$ cat config.mk
export PLATFORM = sky130hd
export DESIGN_NAME = button_debouncer
export DESIGN_NICKNAME = d
export VERILOG_FILES = /design/src/rtl/button_debouncer.sv
export SDC_FILE = /design/constraint.sdc
export NUM_CORES = 1
export LEC_CHECK = 0
export CAP_MARGIN = 20
export CORE_AREA = 2 2 39 41
export CTS_CLUSTER_DIAMETER = 80
export CTS_CLUSTER_SIZE = 40
export DETAILED_ROUTE_END_ITERATION = 8
export DIE_AREA = 0 0 41 43
export GPL_ROUTABILITY_DRIVEN = 1
export PLACE_DENSITY = 0.5
export RECOVER_POWER = 100
export SYNTH_ARGS = -nofsm -noshare
export SYNTH_HDL_FRONTEND = slang
export SYNTH_SLANG_ARGS = --single-unit
$ cat constraint.sdc
create_clock -name clk -period 2 [get_ports clk]
set_clock_uncertainty 0.05 [all_clocks]
set_input_delay 0.4 -clock clk [delete_from_list [all_inputs] [get_ports clk]]
set_output_delay 0.4 -clock clk [all_outputs]
set_load 0.1 [all_outputs]
$ cat src/rtl/button_debouncer.sv
// -----------------------------------------------------------------------------
// button_debouncer
//
// Turns a raw, asynchronous, bouncy push-button or switch input into a clean
// registered level. It also produces single-cycle rise and fall strobes for
// downstream sequential logic. The debounced level y feeds not_gate.a.
//
// The raw input passes through a two-flop synchronizer (a -> s1 -> s2). A
// four-state FSM then only accepts a new level after STABLE_CYCLES
// consecutive synchronized samples of that level.
//
// Ports
//   clk   in   1  rising-edge clock
//   rst   in   1  synchronous, active-high reset (clears every register)
//   a     in   1  raw asynchronous input
//   y     out  1  debounced level (registered)
//   rise  out  1  one-cycle pulse in the first cycle y reads 1
//   fall  out  1  one-cycle pulse in the first cycle y reads 0
//   y_n   out  1  ~y, only when DEBOUNCE_INV_EN is defined
//
// Build option
//   DEBOUNCE_INV_EN : when defined, adds y_n = ~y, taken straight from the
//                     y register. y_n is 1 during reset. When it is not
//                     defined, the port is absent and a separate not_gate
//                     does the inversion.
// -----------------------------------------------------------------------------
module button_debouncer #(
   parameter int STABLE_CYCLES = 4
) (
   input  logic clk,
   input  logic rst,
   input  logic a,
   output logic y,
   output logic rise,
   output logic fall
`ifdef DEBOUNCE_INV_EN
   ,
   output logic y_n
`endif
);

   localparam int CNT_W = $clog2(STABLE_CYCLES + 1);

   // The sample taken on the current edge completes the run once cnt reaches
   // LAST. The first sample is counted on entry to the wait state, so y moves
   // STABLE_CYCLES+2 edges after a first samples the new level. When
   // STABLE_CYCLES=1, the wait state is still visited for a single edge.
   localparam logic [CNT_W-1:0] LAST = CNT_W'(STABLE_CYCLES - 1);
   localparam logic [CNT_W-1:0] ONE  = CNT_W'(1);

   typedef enum logic [1:0] {
      IDLE_LOW,
      WAIT_HIGH,
      IDLE_HIGH,
      WAIT_LOW
   } state_t;

   state_t           state;
   logic [CNT_W-1:0] cnt;
   logic             s1;
   logic             s2;
   logic             run_done;

   assign run_done = (cnt >= LAST);

   always_ff @(posedge clk) begin
      if (rst) begin
         s1    <= 1'b0;
         s2    <= 1'b0;
         state <= IDLE_LOW;
         cnt   <= '0;
         y     <= 1'b0;
         rise  <= 1'b0;
         fall  <= 1'b0;
      end else begin
         s1   <= a;
         s2   <= s1;
         rise <= 1'b0;
         fall <= 1'b0;
         case (state)
            IDLE_LOW: begin
               if (s2) begin
                  state <= WAIT_HIGH;
                  cnt   <= ONE;
               end else begin
                  cnt <= '0;
               end
            end
            WAIT_HIGH: begin
               // Any return to the current level aborts, even on the final edge.
               if (!s2) begin
                  state <= IDLE_LOW;
                  cnt   <= '0;
               end else if (run_done) begin
                  state <= IDLE_HIGH;
                  y     <= 1'b1;
                  rise  <= 1'b1;
                  cnt   <= '0;
               end else begin
                  cnt <= cnt + ONE;
               end
            end
            IDLE_HIGH: begin
               if (!s2) begin
                  state <= WAIT_LOW;
                  cnt   <= ONE;
               end else begin
                  cnt <= '0;
               end
            end
            WAIT_LOW: begin
               if (s2) begin
                  state <= IDLE_HIGH;
                  cnt   <= '0;
               end else if (run_done) begin
                  state <= IDLE_LOW;
                  y     <= 1'b0;
                  fall  <= 1'b1;
                  cnt   <= '0;
               end else begin
                  cnt <= cnt + ONE;
               end
            end
            default: begin
               state <= IDLE_LOW;
               cnt   <= '0;
            end
         endcase
      end
   end

`ifdef DEBOUNCE_INV_EN
   assign y_n = ~y;
`endif

endmodule

==> metrics.yaml, run 1 <==
worst_setup_path:
  path_buf_inv: 1
  cp.required_ps: 1550
  cpPeakStageDelay_ps: 470
  critPathSlowestCell: "clkbuf_2"
  worstSetupPathType: "reg -> out"
  arrival_ps: 1080
  critPathTopFamily: "buffers and inverters"
  worstSetupStartpointType: "flop"
  cp_max_fo: 3
  worstSetupEndpointType: "primary output"
  crit_chain: "clkbuf_2"
synthesis:
  yosysUniqueCellTypes: 16
  synth_seq_area_share_pct: 52.1
  muxShareOfSynthArea_pct: 0
  ys_seq_elements: 10
  syn-num-nets: 44
  synth_fa_ha_area_share_pct: 6.51
  synth_area_leaders: "dfxtp_1 52%, ha_1 6.5%, nor3_1 5.2%"
  synth-simple-area-share_pct: 18.6
  synth_cells: 39
  synth-xor-area-share_pct: 0
  synth_compound_area_share_pct: 17.9
  synthDominantCellAreaShare_pct: 52.1
  synth_top_family_by_area: "simple AND/OR/NAND/NOR gates"
  yosysTopAreaCell: "dfxtp_1"
  synth.avg_cell_area_um2: 9.85
  syn_area_um2: 384
  yosys_warnings: 0
sta:
  setup_viol: 0
  period_needed_ps: 1530
  period_share_pct: 76.6
  rsz0062_at_grt: "false"
  slew_violations: 0
  max_freq_ghz: 0.653
  hold_violations: 0
  worst_pin_slew_ps: 538
  fin_setup_tns_ps: 0
  slew_headroom_pct: 64.3
clock_network:
  cts_tree: "built"
  clock_sinks: 10
  path_clk_slew_ps: 60
  cts_hold_buf: 0
  cts_buffers: 3
  cts_setup_buffers: 0
  htree_levels: 1
  ctsRootBufferMaster: "clkbuf_4"
  insertion_delay_ps: 270
  cts_buffer_depth: 2
  cts_resized: 0
routing:
  routed_via_density: 4.55
  wl_per_cell_um: 9.08
  drtAntennaViolNets: 0
  drt_wl_total_um: 581
  dr_total_vias: 291
  drc_errors: 0
  firstDrtPassIters: 2
  drt_iter0_markers: 3
power:
  leakagePower_nw: 0.185
  sw_frac_of_total_pct: 25.1
  power.density_nw_per_um2: 931
  p_int_mw: 0.326
  clkPwrFrac_pct: 42.0
  combPwrFrac_pct: 9.8
  seq_power_share_pct: 48.2
  max-vdd-ir-drop_v: 0.000228
  p_switching_mw: 0.109
hold_path:
  hp-class: "reg -> reg"
global_routing:
  grt-ovfl-total: 0
  grt_pass1_wl_um: 1050
  antenna_found_initial: 0
  track_usage_pct: 9.79
  grt_max_degree: 9
  grt_pass1_vias: 254
floorplanning:
  die_w_um: 41
  io_pins: 6
  coreArea_um2: 1380
  die_h_um: 43
  die_area_um2: 1760
  start_util_pct: 27.8
  rows: 14
cells_and_area:
  fillers: 148
  antenna_cells: 0
  final_common_cell: "dfxtp_1"
  nets: 54
  regArea_um2: 200
  design_area_um2: 468
  final_cell_mix: "10 x dfxtp_1, 5 x inv_1, 4 x nor3_1"
  areaGrowthSynthToFinish_pct: 21.8
  multi_input_area_um2: 158
  drive_gt1_share_pct: 18.8
placement:
  portBuffers: 5
  placed_area_um2: 447
  dp.final_hpwl_um: 447
  gp_congestion: 0.640
flow_run:
  maxCapViolations: 0
status:
  status: "completed"
## sequential cells by signal, summed over array words and instances, names as in the netlist, named ones only
name	flops
rise	1
y	1
fall	1
state	1
s1	1
cnt	3
s2	1
## cell usage after synthesis
cell type	number
a21o_2	1
or3_1	1
o21ai_0	1
nand2_1	1
nand2b_1	2
a211o_2	1
o311ai_1	2
ha_1	2
inv_1	5
nor2b_1	2
dfxtp_1	10
nand3_1	2
nor3_1	4
a211oi_2	1
a21oi_1	3
nand2_2	1
## layout make-up
| type | count | area share [%] |
|---|---|---|
| flip-flops and latches | 10 | 42.8 |
| multi-input cells | 24 | 33.7 |
| clock buffers | 4 | 7.75 |
| repair buffers | 5 | 7.49 |
| well taps | 16 | 4.28 |
| inverters | 5 | 4.01 |
## layer usage
| layer | share of wire, % | track usage (%) |
|---|---|---|
| met5 | 0 | 0 |
| met2 | 42 | 10.0 |
| met1 | 49 | 12.4 |
| met4 | 5.9 | 14.0 |
| met3 | 2.8 | 3.14 |
## metrics by stage
stage          worst slack [ps]  util [%]  power, mW  hold slack [ps]  cells
2_1_floorplan               600         -      0.248              364     39
3_3_place_gp                474      32.3      0.261              372     60
3_5_place_dp                461      32.3      0.261              375     60
4_1_cts                     523      34.9      0.446              391     64
5_1_grt                     341      33.8      0.452              420     64
6_report                    468      33.8      0.436              387     64
## final timing paths
check | start | to | slack, ps | cells after the start
min reg2reg | s1 | s2 | 390 | 1
min | s1 | s2 | 390 | 1
max reg2reg | cnt[0] | cnt[1] | 470 | 5
max | y | y | 470 | 1
## cells by family after synthesis
logic type,count (synthesis)
buffers and inverters,5
flip-flops,10
adder cells (fa/ha/maj),2
AO/OA/AOI/OAI,9
AND/OR/NAND/NOR,13
## power groups by stage
stage                     logic [mW]  clock network, mW  registers (mW)
after floorplan              0.00923                  0           0.239
after global placement        0.0462                  0           0.215
after detailed placement      0.0463                  0           0.215
after CTS                     0.0462              0.189           0.210
after global routing          0.0454              0.196           0.211
final                         0.0427              0.183           0.210
No activity file was read; power rests on OpenSTA's default activity.
==> run 2, diff against run 1 <==
==> constraint.sdc (replaced) <==
create_clock -name clk -period 1.5 [get_ports clk]
set_clock_uncertainty 0.05 [all_clocks]
set_input_delay 0.3 -clock clk [delete_from_list [all_inputs] [get_ports clk]]
set_output_delay 0.3 -clock clk [all_outputs]
set_load 0.1 [all_outputs]
==> metrics.yaml, run 2 (synthesized netlist as in run 1, its figures left out) <==
global_routing:
  antenna_found_initial: 0  # unchanged
  grt_pass1_vias: 265  # was 254
  track_usage_pct: 10.2  # was 9.79%
  grt_max_degree: 7  # was 9
  grt-ovfl-total: 0  # unchanged
  grt_pass1_wl_um: 1080  # was 1050 um
clock_network:
  cts_buffer_depth: 2  # unchanged
  cts_tree: "built"  # unchanged
  cts_hold_buf: 0  # unchanged
  path_clk_slew_ps: 60  # about the same
  ctsRootBufferMaster: "clkbuf_4"  # unchanged
  cts_buffers: 3  # unchanged
  htree_levels: 1  # unchanged
  cts_resized: 0  # unchanged
  insertion_delay_ps: 270  # about the same
  cts_setup_buffers: 0  # unchanged
  clock_sinks: 10  # unchanged
floorplanning:
  coreArea_um2: 1380  # unchanged
  rows: 14  # unchanged
  die_w_um: 41  # unchanged
  die_area_um2: 1760  # unchanged
  io_pins: 6  # unchanged
  start_util_pct: 27.8  # unchanged
  die_h_um: 43  # unchanged
sta:
  slew_violations: 0  # unchanged
  hold_ws_ps: 389  # was 387 ps
  max_freq_ghz: 0.696
  period_share_pct: 95.8
  fin_setup_tns_ps: 0  # unchanged
  period_needed_ps: 1440
  setup_viol: 0  # unchanged
  rsz0062_at_grt: "false"  # unchanged
  slew_headroom_pct: 68.0  # was 64.3%
  worst_pin_slew_ps: 484  # was 538 ps
  hold_violations: 0  # unchanged
power:
  seq_power_share_pct: 52.9  # was 48.2%
  combPwrFrac_pct: 11.8  # was 9.8%
  p_int_mw: 0.385  # was 0.326 mW
  max-vdd-ir-drop_v: 0.000381  # was 0.000228 V
  power.density_nw_per_um2: 1110  # was 931 nW/um2
  leakagePower_nw: 0.190  # was 0.185 nW
  power_mw: 0.529  # was 0.436 mW
  p_switching_mw: 0.144  # was 0.109 mW
  clkPwrFrac_pct: 35.3  # was 42.0%
  sw_frac_of_total_pct: 27.2  # was 25.1%
routing:
  routed_via_density: 4.62  # was 4.55
  wl_per_cell_um: 9.71  # was 9.08 um
  drt_iter0_markers: 1  # was 3
  drc_errors: 0  # unchanged
  drtAntennaViolNets: 0  # unchanged
  dr_total_vias: 300  # was 291
  drt_wl_total_um: 631  # was 581 um
  firstDrtPassIters: 2  # unchanged
worst_setup_path:
  arrival_ps: 1530  # was 1080 ps
  path_buf_inv: 0  # was 1
  critPathSlowestCell: "a211o_2"  # was clkbuf_2
  worstSetupStartpointType: "flop"  # unchanged
  worstSetupEndpointType: "flop"  # was primary output
  crit_chain: "ha_1 > ha_1 > a211o_2 > nand2_2 > o311ai_1"  # was clkbuf_2
  cpPeakStageDelay_ps: 340  # was 470 ps
  cp.required_ps: 1590  # was 1550 ps
  critPathTopFamily: "compound AO/OA/AOI/OAI gates"  # was buffers and inverters
  cp_common_cell: "ha_1"
  worstSetupPathType: "reg -> reg"  # was reg -> out
  cp_max_fo: 3  # unchanged
status:
  status: "completed"  # unchanged
cells_and_area:
  final_cell_mix: "10 x dfxtp_1, 5 x inv_1, 4 x nor3_1, 4 x clkbuf_4, 3 x a21oi_1"  # was 10 x dfxtp_1, 5 x inv_1, 4 x nor3_1
  largest_register_ffs: 3  # unchanged
  nets: 56  # was 54
  areaGrowthSynthToFinish_pct: 23.8  # was 21.8%
  drive_gt1_share_pct: 22.4  # was 18.8%
  final_common_cell: "dfxtp_1"  # unchanged
  design_area_um2: 475  # was 468 um2
  largest-register: "cnt"  # unchanged
  fin_util_pct: 34.4  # was 33.8%
  antenna_cells: 0  # unchanged
placement:
  gp_congestion: 0.687  # was 0.640
  portBuffers: 5  # unchanged
  placed_area_um2: 499  # was 447 um2
  dp.final_hpwl_um: 486  # was 447 um
flow_run:
  maxCapViolations: 0  # unchanged
hold_path:
  hp-class: "reg -> reg"  # unchanged
==> run 2: changes by cell type in the layout (fill, tap and decap cells not counted), sizes merged <==
cell	delta
buf	+3
clkbuf	-2
==> run 2: metrics by stage <==
stage | instances | setup slack, ps
after global routing | 65 | 5.30
final | 65 | 62.6
after floorplan | 39 | 100
after global placement | 62 | 78.1
after CTS | 65 | 48.5
after detailed placement | 62 | 57.8
==> run 2: worst reg2reg max path, delay by kind of cell, from the launching register on <==
| kind | cells | cell delay, ps |
|---|---|---|
| and+or+nand+nor | 1 | 90 |
| DFF | 1 | 330 |
| AOI/OAI and AO/OA | 2 | 440 |
| adders and majority gates | 2 | 400 |
==> run 2: area by class of cell <==
| class | count | area [um2] |
|---|---|---|
| Fill cell | 151 | 908 |
| Tap cell | 16 | 20.0 |
| Inverter | 5 | 18.8 |
| Timing Repair Buffer | 7 | 48.8 |
| Sequential cell | 10 | 200 |
| Clock buffer | 3 | 22.5 |
| Multi-Input combinational cell | 24 | 165 |
==> run 2: path summary, 6_finish.rpt <==
kind          start  end  slack, ps  cells after the start
max          cnt[1]    y         60                      5
min              s1   s2        390                      1
max reg2reg  cnt[1]    y         60                      5
min reg2reg      s1   s2        390                      1
==> run 2: power by group through the flow <==
stage	clock [mW]	combinational, mW	sequential [mW]
floorplan	0	0.0123	0.318
global placement	0	0.0762	0.289
detailed placement	0	0.0762	0.289
CTS	0.190	0.0763	0.283
global route	0.196	0.0664	0.281
finish	0.187	0.0625	0.280
==> run 2: layer usage <==
metal	global-route usage, %	wire length (um)	vias up
met3	3.14	33	5
met1	11.4	274	129
met5	0	0	-
li1	-	-	159
met2	12.2	272	7
met4	14.0	50	0
